--- src/rtl/postproc_pkg.sv ---
// rtl/postproc_pkg.sv - shared constants, helpers and sample type for the post-processing chain
package postproc_pkg;

  localparam int SAMPLE_DATA_W = 16;

  typedef struct packed {
    logic [SAMPLE_DATA_W-1:0] data;
    logic                     last;
  } sample_t;

  function automatic int gain_unity(input int frac);
    return 1 << frac;
  endfunction

  // Right shift that maps a log-width x gain-width product onto the display code width
  function automatic int sh_amount(input int log_w, input int gain_frac, input int comp_w);
    return gain_frac + log_w - comp_w;
  endfunction

endpackage

--- src/rtl/pp_round_sat.sv ---
// rtl/pp_round_sat.sv - combinational round-half-up right shift with saturation to OUT_W bits
module pp_round_sat #(
  parameter int IN_W  = 28,
  parameter int SH    = 16,
  parameter int OUT_W = 8
) (
  input  logic [IN_W-1:0]  i_data,
  output logic [OUT_W-1:0] o_data,
  output logic             o_clip
);

  localparam logic [IN_W:0] HALF = (IN_W+1)'(1) << (SH - 1);

  // One extra bit so adding the rounding constant can never wrap
  logic [IN_W:0] w_sum;
  logic [IN_W:0] w_shr;

  assign w_sum  = {1'b0, i_data} + HALF;
  assign w_shr  = w_sum >> SH;
  assign o_clip = |w_shr[IN_W:OUT_W];
  assign o_data = o_clip ? '1 : w_shr[OUT_W-1:0];

endmodule

--- src/rtl/postproc_dr.sv ---
// rtl/postproc_dr.sv - post-log dynamic-range compressor: offset, gain, round/saturate, 3 stages
// Clip statistics outputs exist only when POSTPROC_DR_CLIP_CNT_EN is defined.
module postproc_dr
  import postproc_pkg::*;
#(
  parameter int LOG_WIDTH      = 16,
  parameter int COMP_WIDTH     = 8,
  parameter int GAIN_WIDTH     = 12,
  parameter int GAIN_FRAC      = 8,
  parameter int CLIP_CNT_WIDTH = 16
) (
  input  logic                  clk,
  input  logic                  reset,
  input  logic                  in_valid,
  output logic                  in_ready,
  input  logic [LOG_WIDTH-1:0]  log_in,
  input  logic                  in_last,
  input  logic                  cfg_load,
  input  logic [GAIN_WIDTH-1:0] cfg_gain,
  input  logic [LOG_WIDTH-1:0]  cfg_offset,
  output logic                  out_valid,
  input  logic                  out_ready,
  output logic [COMP_WIDTH-1:0] comp_out,
  output logic                  out_last
`ifdef POSTPROC_DR_CLIP_CNT_EN
  ,
  output logic [CLIP_CNT_WIDTH-1:0] clip_cnt,
  output logic                      clip_flag
`endif
);

  localparam int PROD_W = LOG_WIDTH + GAIN_WIDTH;
  localparam int SH     = sh_amount(LOG_WIDTH, GAIN_FRAC, COMP_WIDTH);
  localparam logic [GAIN_WIDTH-1:0] GAIN_ONE = GAIN_WIDTH'(gain_unity(GAIN_FRAC));

  logic [GAIN_WIDTH-1:0] r_gain;
  logic [LOG_WIDTH-1:0]  r_offset;

  logic                  r_v1, r_v2, r_v3;
  logic [LOG_WIDTH-1:0]  r1_d;
  logic [GAIN_WIDTH-1:0] r1_gain;
  logic                  r1_last;
  logic [PROD_W-1:0]     r2_p;
  logic                  r2_last;
  logic [COMP_WIDTH-1:0] r3_code;
  logic                  r3_last;

  logic                  w_ld1, w_ld2, w_ld3;
  logic [LOG_WIDTH-1:0]  w_diff;
  logic [PROD_W-1:0]     w_prod;
  logic [COMP_WIDTH-1:0] w_code;
  logic                  w_clip;

  // A stage may load when it is empty or its contents move on this cycle
  assign w_ld3    = !r_v3 || out_ready;
  assign w_ld2    = !r_v2 || w_ld3;
  assign w_ld1    = !r_v1 || w_ld2;
  assign in_ready = w_ld1;

  assign w_diff = (log_in >= r_offset) ? (log_in - r_offset) : '0;
  assign w_prod = PROD_W'(r1_d) * PROD_W'(r1_gain);

  pp_round_sat #(
    .IN_W  (PROD_W),
    .SH    (SH),
    .OUT_W (COMP_WIDTH)
  ) u_round_sat (
    .i_data (r2_p),
    .o_data (w_code),
    .o_clip (w_clip)
  );

  always_ff @(posedge clk) begin
    if (reset) begin
      r_gain   <= GAIN_ONE;
      r_offset <= '0;
      r_v1     <= 1'b0;
      r_v2     <= 1'b0;
      r_v3     <= 1'b0;
      r1_d     <= '0;
      r1_gain  <= '0;
      r1_last  <= 1'b0;
      r2_p     <= '0;
      r2_last  <= 1'b0;
      r3_code  <= '0;
      r3_last  <= 1'b0;
    end else begin
      if (cfg_load) begin
        r_gain   <= cfg_gain;
        r_offset <= cfg_offset;
      end
      if (w_ld1) begin
        r_v1    <= in_valid;
        r1_d    <= w_diff;
        r1_gain <= r_gain;
        r1_last <= in_last;
      end
      if (w_ld2) begin
        r_v2    <= r_v1;
        r2_p    <= w_prod;
        r2_last <= r1_last;
      end
      if (w_ld3) begin
        r_v3    <= r_v2;
        r3_code <= w_code;
        r3_last <= r2_last;
      end
    end
  end

  assign out_valid = r_v3;
  assign comp_out  = r3_code;
  assign out_last  = r3_last;

`ifdef POSTPROC_DR_CLIP_CNT_EN
  logic r3_clip;
  logic w_clip_xfer;

  assign w_clip_xfer = r_v3 && out_ready && r3_clip;

  always_ff @(posedge clk) begin
    if (reset) begin
      r3_clip   <= 1'b0;
      clip_cnt  <= '0;
      clip_flag <= 1'b0;
    end else begin
      if (w_ld3) r3_clip <= w_clip;
      // A clip coinciding with cfg_load is the first clip of the new configuration
      if (cfg_load) begin
        clip_cnt  <= CLIP_CNT_WIDTH'(w_clip_xfer);
        clip_flag <= w_clip_xfer;
      end else if (w_clip_xfer) begin
        if (~&clip_cnt) clip_cnt <= clip_cnt + 1'b1;
        clip_flag <= 1'b1;
      end
    end
  end
`else
  localparam int unused_clip_cnt_width = CLIP_CNT_WIDTH;
  logic w_unused_clip;
  assign w_unused_clip = w_clip;
`endif

endmodule

--- config.mk ---
export PLATFORM = sky130hd
export DESIGN_NAME = postproc_dr
export DESIGN_NICKNAME = d
export VERILOG_FILES = /design/src/rtl/postproc_pkg.sv /design/src/rtl/pp_round_sat.sv /design/src/rtl/postproc_dr.sv
export SDC_FILE = /design/constraint.sdc
export NUM_CORES = 1
export LEC_CHECK = 0
export ABC_AREA = 0
export CAP_MARGIN = 40
export CORE_UTILIZATION = 60
export CTS_CLUSTER_DIAMETER = 200
export DETAILED_ROUTE_END_ITERATION = 10
export PLACE_DENSITY = 0.86
export SETUP_SLACK_MARGIN = 0.1
export SKIP_CTS_REPAIR_TIMING = 1
export SYNTH_ARGS = -nofsm -noshare
export SYNTH_HDL_FRONTEND = slang
export SYNTH_SLANG_ARGS = --single-unit
--- constraint.sdc ---
create_clock -name clk -period 6.2 [get_ports clk]
set_input_delay 1.24 -clock clk [delete_from_list [all_inputs] [get_ports clk]]
set_output_delay 1.24 -clock clk [all_outputs]
set_load 0.02 [all_outputs]
# Yosys cells after proc, flatten, opt, wreduce, memory -nomap -nowiden
# Cells that the tools add are included.
# Widths: inputs -> output; s select.
[classes]
magnitude_cmp = 1
addsub = 2
muxes = 2
mul = 1
reduce_logical = 7
[op_table]
columns = ["operator", "n"]
rows = [
  ["$add 28x16->29 const B", 1],
  ["$mul 16x12->28", 1],
  ["$ge 16x16->1", 1],
  ["$mux 16", 1],
  ["$sub 16x16->16", 1],
  ["$mux 8", 1],
  ["$reduce_or 5->1", 1],
  ["$logic_not 1->1", 3],
  ["$logic_or 1x1->1", 3],
]
[totals]
regBits = 98
out_inout_bits = 11
word_cells = 25
input_bits = 50

# Longest topological paths before layout
# Gate-level depths: netlist (run 1).
[logic_depth]
depth_word = 4
ltp_mapped = 20
ltp_nobuf = 19

# Modules after synthesis
# Synthesis (run 1) repeated with hierarchy kept, for this count alone.
[hier_totals]
cells_unflattened = 1278
area_unflattened_um2 = 10669.0
[by_module_without_submodules]
columns = ["module", "seq_area_each_um2", "instances", "cells_each", "area_each_um2"]
rows = [
  ["postproc_dr", 1961.9, 1, 1245, 10452.5],
  ["pp_round_sat", 0.0, 1, 33, 216.5],
]

# Worst setup path after synthesis (run 1)
# No wires, ideal clock.
[synth_timing]
path_kind = "register to register"
start = "register r1_gain[5]"
end = "register r2_p[22]"
n_path_buf = 2
setup_ns = 0.129
t_required_ns = 6.071
synth_period_minus_slack_ns = 5.169
t_arrival_ns = 5.041
path_stages_with_launch = 18
slack_ns = 1.031
path_cell_list = "dfxtp_1 > clkbuf_1 > clkbuf_1 > nand2_1 > fa_1 > fa_1 > inv_1 > fa_1 > fa_1 > fa_1 > ha_1 > and4_1 > o21a_1 > a21oi_1 > a21oi_2 > or4_1 > a41oi_1 > nor3_1"
[synth_between]
elab_chain_len = 1
[synth_rtl]
columns = ["element", "line", "text"]
rows = [
  ["from (decl)", "postproc_dr.sv:41", "logic [GAIN_WIDTH-1:0] r1_gain;"],
  ["from (signal assigned)", "postproc_dr.sv:95", "r1_gain <= r_gain;"],
  ["$mul 16x12->28", "postproc_dr.sv:61", "assign w_prod = PROD_W'(r1_d) * PROD_W'(r1_gain);"],
  ["to (signal assigned)", "postproc_dr.sv:100", "r2_p <= w_prod;"],
  ["to (decl)", "postproc_dr.sv:43", "logic [PROD_W-1:0] r2_p;"],
]
# No other way between the ends.
# A chain may end at the register's enable or synchronous reset.

# Worst setup path in the final report (run 1)
[layout_timing]
start = "register r1_gain[6]"
end = "register r2_p[25]"
# Same word-level chain as after synthesis.

==> results of run 1 <==
==> cell families after synthesis <==
logic type      count (synthesis)  share of synthesized area
simple gates                  388                      0.184
xor+xnor                       30                     0.0271
buf+inv                       237                     0.0934
flops                          83                      0.171
compound gates                153                      0.104
mux                            27                     0.0279
fa+ha+maj                     219                      0.391
==> worst max-delay path, cell delays in order, from the launching register on <==
cell,delay [ns]
dfxtp_1,0.70
nand2_1,0.16
fa_1,0.56
inv_1,0.05
fa_1,0.56
fa_1,0.45
fa_1,0.54
inv_1,0.05
fa_1,0.54
inv_1,0.05
ha_1,0.37
nand3_1,0.12
nor3_1,0.26
nand4_1,0.16
a31oi_1,0.36
a22oi_1,0.14
or3_1,0.33
o211ai_1,0.08
==> state kept, by name (all words and copies together) (netlist names), 8 cells and up <==
register,cells
r2_p,13
r_gain,12
r1_gain,12
r_offset,16
r1_d,16
comp_out,8
==> metrics by stage <==
| step | util | power [mW] | hold slack [ns] | instances |
|---|---|---|---|---|
| final | 0.676 | 1.68 | 0.457 | 1377 |
| after global routing | 0.676 | 1.77 | 0.480 | 1377 |
| after global placement | 0.655 | 1.07 | 0.441 | 1361 |
| after CTS | 0.676 | 1.68 | 0.460 | 1377 |
| after floorplan | - | 0.952 | 0.432 | 1137 |
| after detailed placement | 0.655 | 1.09 | 0.447 | 1361 |
==> layout by cell type (no fill, tap or decap), types with 8 or more instances in the layout <==
cell and count:
a211oi_1 11, a21o_1 14, a21oi_1 46, a22oi_1 14
and2_1 66, clkbuf_16 9, clkdlybuf4s50_1 59, dfxtp_1 83
fa_1 140, ha_1 79, inv_1 179, mux2i_1 27
nand2_1 185, nand3_1 16, nor2_1 72, o211ai_1 8
o21ai_0 19, xor2_1 23
==> worst paths after layout <==
path | depth (start not counted) | slack (ns) | startpoint | endpoint
worst min-delay path | 2 | 0.46 | out_last | out_last
worst min register to register | 2 | 0.46 | out_last | out_last
worst max-delay path | 17 | 0.62 | r1_gain[6] | r2_p[25]
worst max register to register | 17 | 0.62 | r1_gain[6] | r2_p[25]
==> where the power goes <==
part | total (mW) | internal, mW | switching (mW)
logic | 0.430 | 0.194 | 0.236
registers | 0.657 | 0.573 | 0.0839
clock network | 0.593 | 0.366 | 0.227
==> metal layers <==
metal / vias up / global-route usage
met2: 288 / 0.496
met4: 0 / 0.136
met1: 3864 / 0.353
met5: - / 0
li1: 3642 / -
met3: 69 / 0.0372
==> cell type report <==
type                       instances  area [um2]
inverter                         179         672
sequential                        83        1660
timing repair buffer              66         641
multi-input combinational        817        7120
fill                            1205        5130
clock inverter                     5        82.6
clock buffer                      11         243
tap                              216         270
==> metrics.yaml, run 1 <==
global_routing:
  track_usage: 0.285
  grt_pass1_wl_um: 37400
  overflow: 0
  antenna_found_initial: 0
  grt_pass1_vias: 8118
  grt_max_degree: 51
pwr:
  power_density_nw_per_um2: 157
  peakVddDrop_uv: 215
  p_leak_nw: 5.12
sta:
  setup_slack_ns: 0.624
  worst_pin_slew_ns: 0.723
  skew_ns: 0.00811
  final_max_slew_viol_count: 0
  fmax_mhz: 179
  final-hold-violation-count: 0
  relSlewSlack: 0.517
  setup_tns_ns: 0
  fin_crit_ns: 5.58
  fin_crit_sh: 0.899
  rsz0062_at_grt: "no"
  finalSetupViolations: 0
synth:
  synth_area_leaders: "fa_1 (29%), dfxtp_1 (17%), ha_1 (10%)"
  synth_seq_area_share: 0.171
  synth_flop_cell: "dfxtp_1"
  synth_edf_count: 0
  synth_async_sr_flop_share: 0
  ys_top_cells_by_count: "nand2_1 (185), inv_1 (179), fa_1 (140)"
  avgSynthCellArea_um2: 8.52
  ys_types: 58
  yosysMostFrequentCell: "nand2_1"
  synth_top_area_share: 0.289
  synth_area_um2: 9690
  yosys_warnings: 0
  syn_inst: 1137
  synth-seq-cells: 83
  yosysTopAreaCell: "fa_1"
  syn-num-nets: 1406
setup_path:
  crit_path_max_fanout: 17
  start_kind: "register"
  critPathKind: "register to register"
  cp.arrival_ns: 5.85
  cp.required_ns: 6.47
  end_kind: "register"
outcome:
  status: "complete, no violations"
route:
  avgViaCountPerCell: 5.71
  highest_layer: "met4"
  ant_nets: 0
  drtIter0Drc: 653
  dr_wl_met3_um: 1080
  post-route-drc-count: 0
  wire_per_inst_um: 15.6
  m1WireLength_um: 8940
  met2_length_um: 10600
  finalWirelength_um: 21500
  drt-pass1-iter-count: 5
  num_vias: 7863
place:
  pre_cts_ws_ns: 0.720
  placed_cell_area_um2: 10400
  routabilityCongestion: 0.888
  io_buffers: 60
  hpwlAfterDp_um: 16800
die:
  die_width_um: 129
  initial_utilization: 0.612
  chipHeight_um: 129
  rows: 46
  core_um2: 15800
  die_area_um2: 16700
  io_pins: 61
clock_network:
  cts_sinks: 83
  htree_num_levels: 3
  cts_max_path_buffers: 2
  cts.clk_slew.worst_paths_ns: 0.07
  clockRootBuffer: "clkbuf_16"
  clk_latency_ns: 0.35
  cts_inserted_buffers: 9
  tritoncts: "yes"
flow_run:
  maxCapViolCount: 0
final_layout:
  design_area_um2: 10700
  antenna_cells: 0
  post_route_cells_drive_above_1_share: 0.0267
  syn2layout_area_growth_pct: 10.4
  fin_nets: 1425
min_path:
  hp-class: "register to register"
(Power assumes the default switching activity.)
==> inputs of run 2 (changes only) <==
Settings changed: SKIP_LAST_GASP set to 1.
==> results of run 2 <==
Final layout, timing and power as in run 1 (identical DEF).
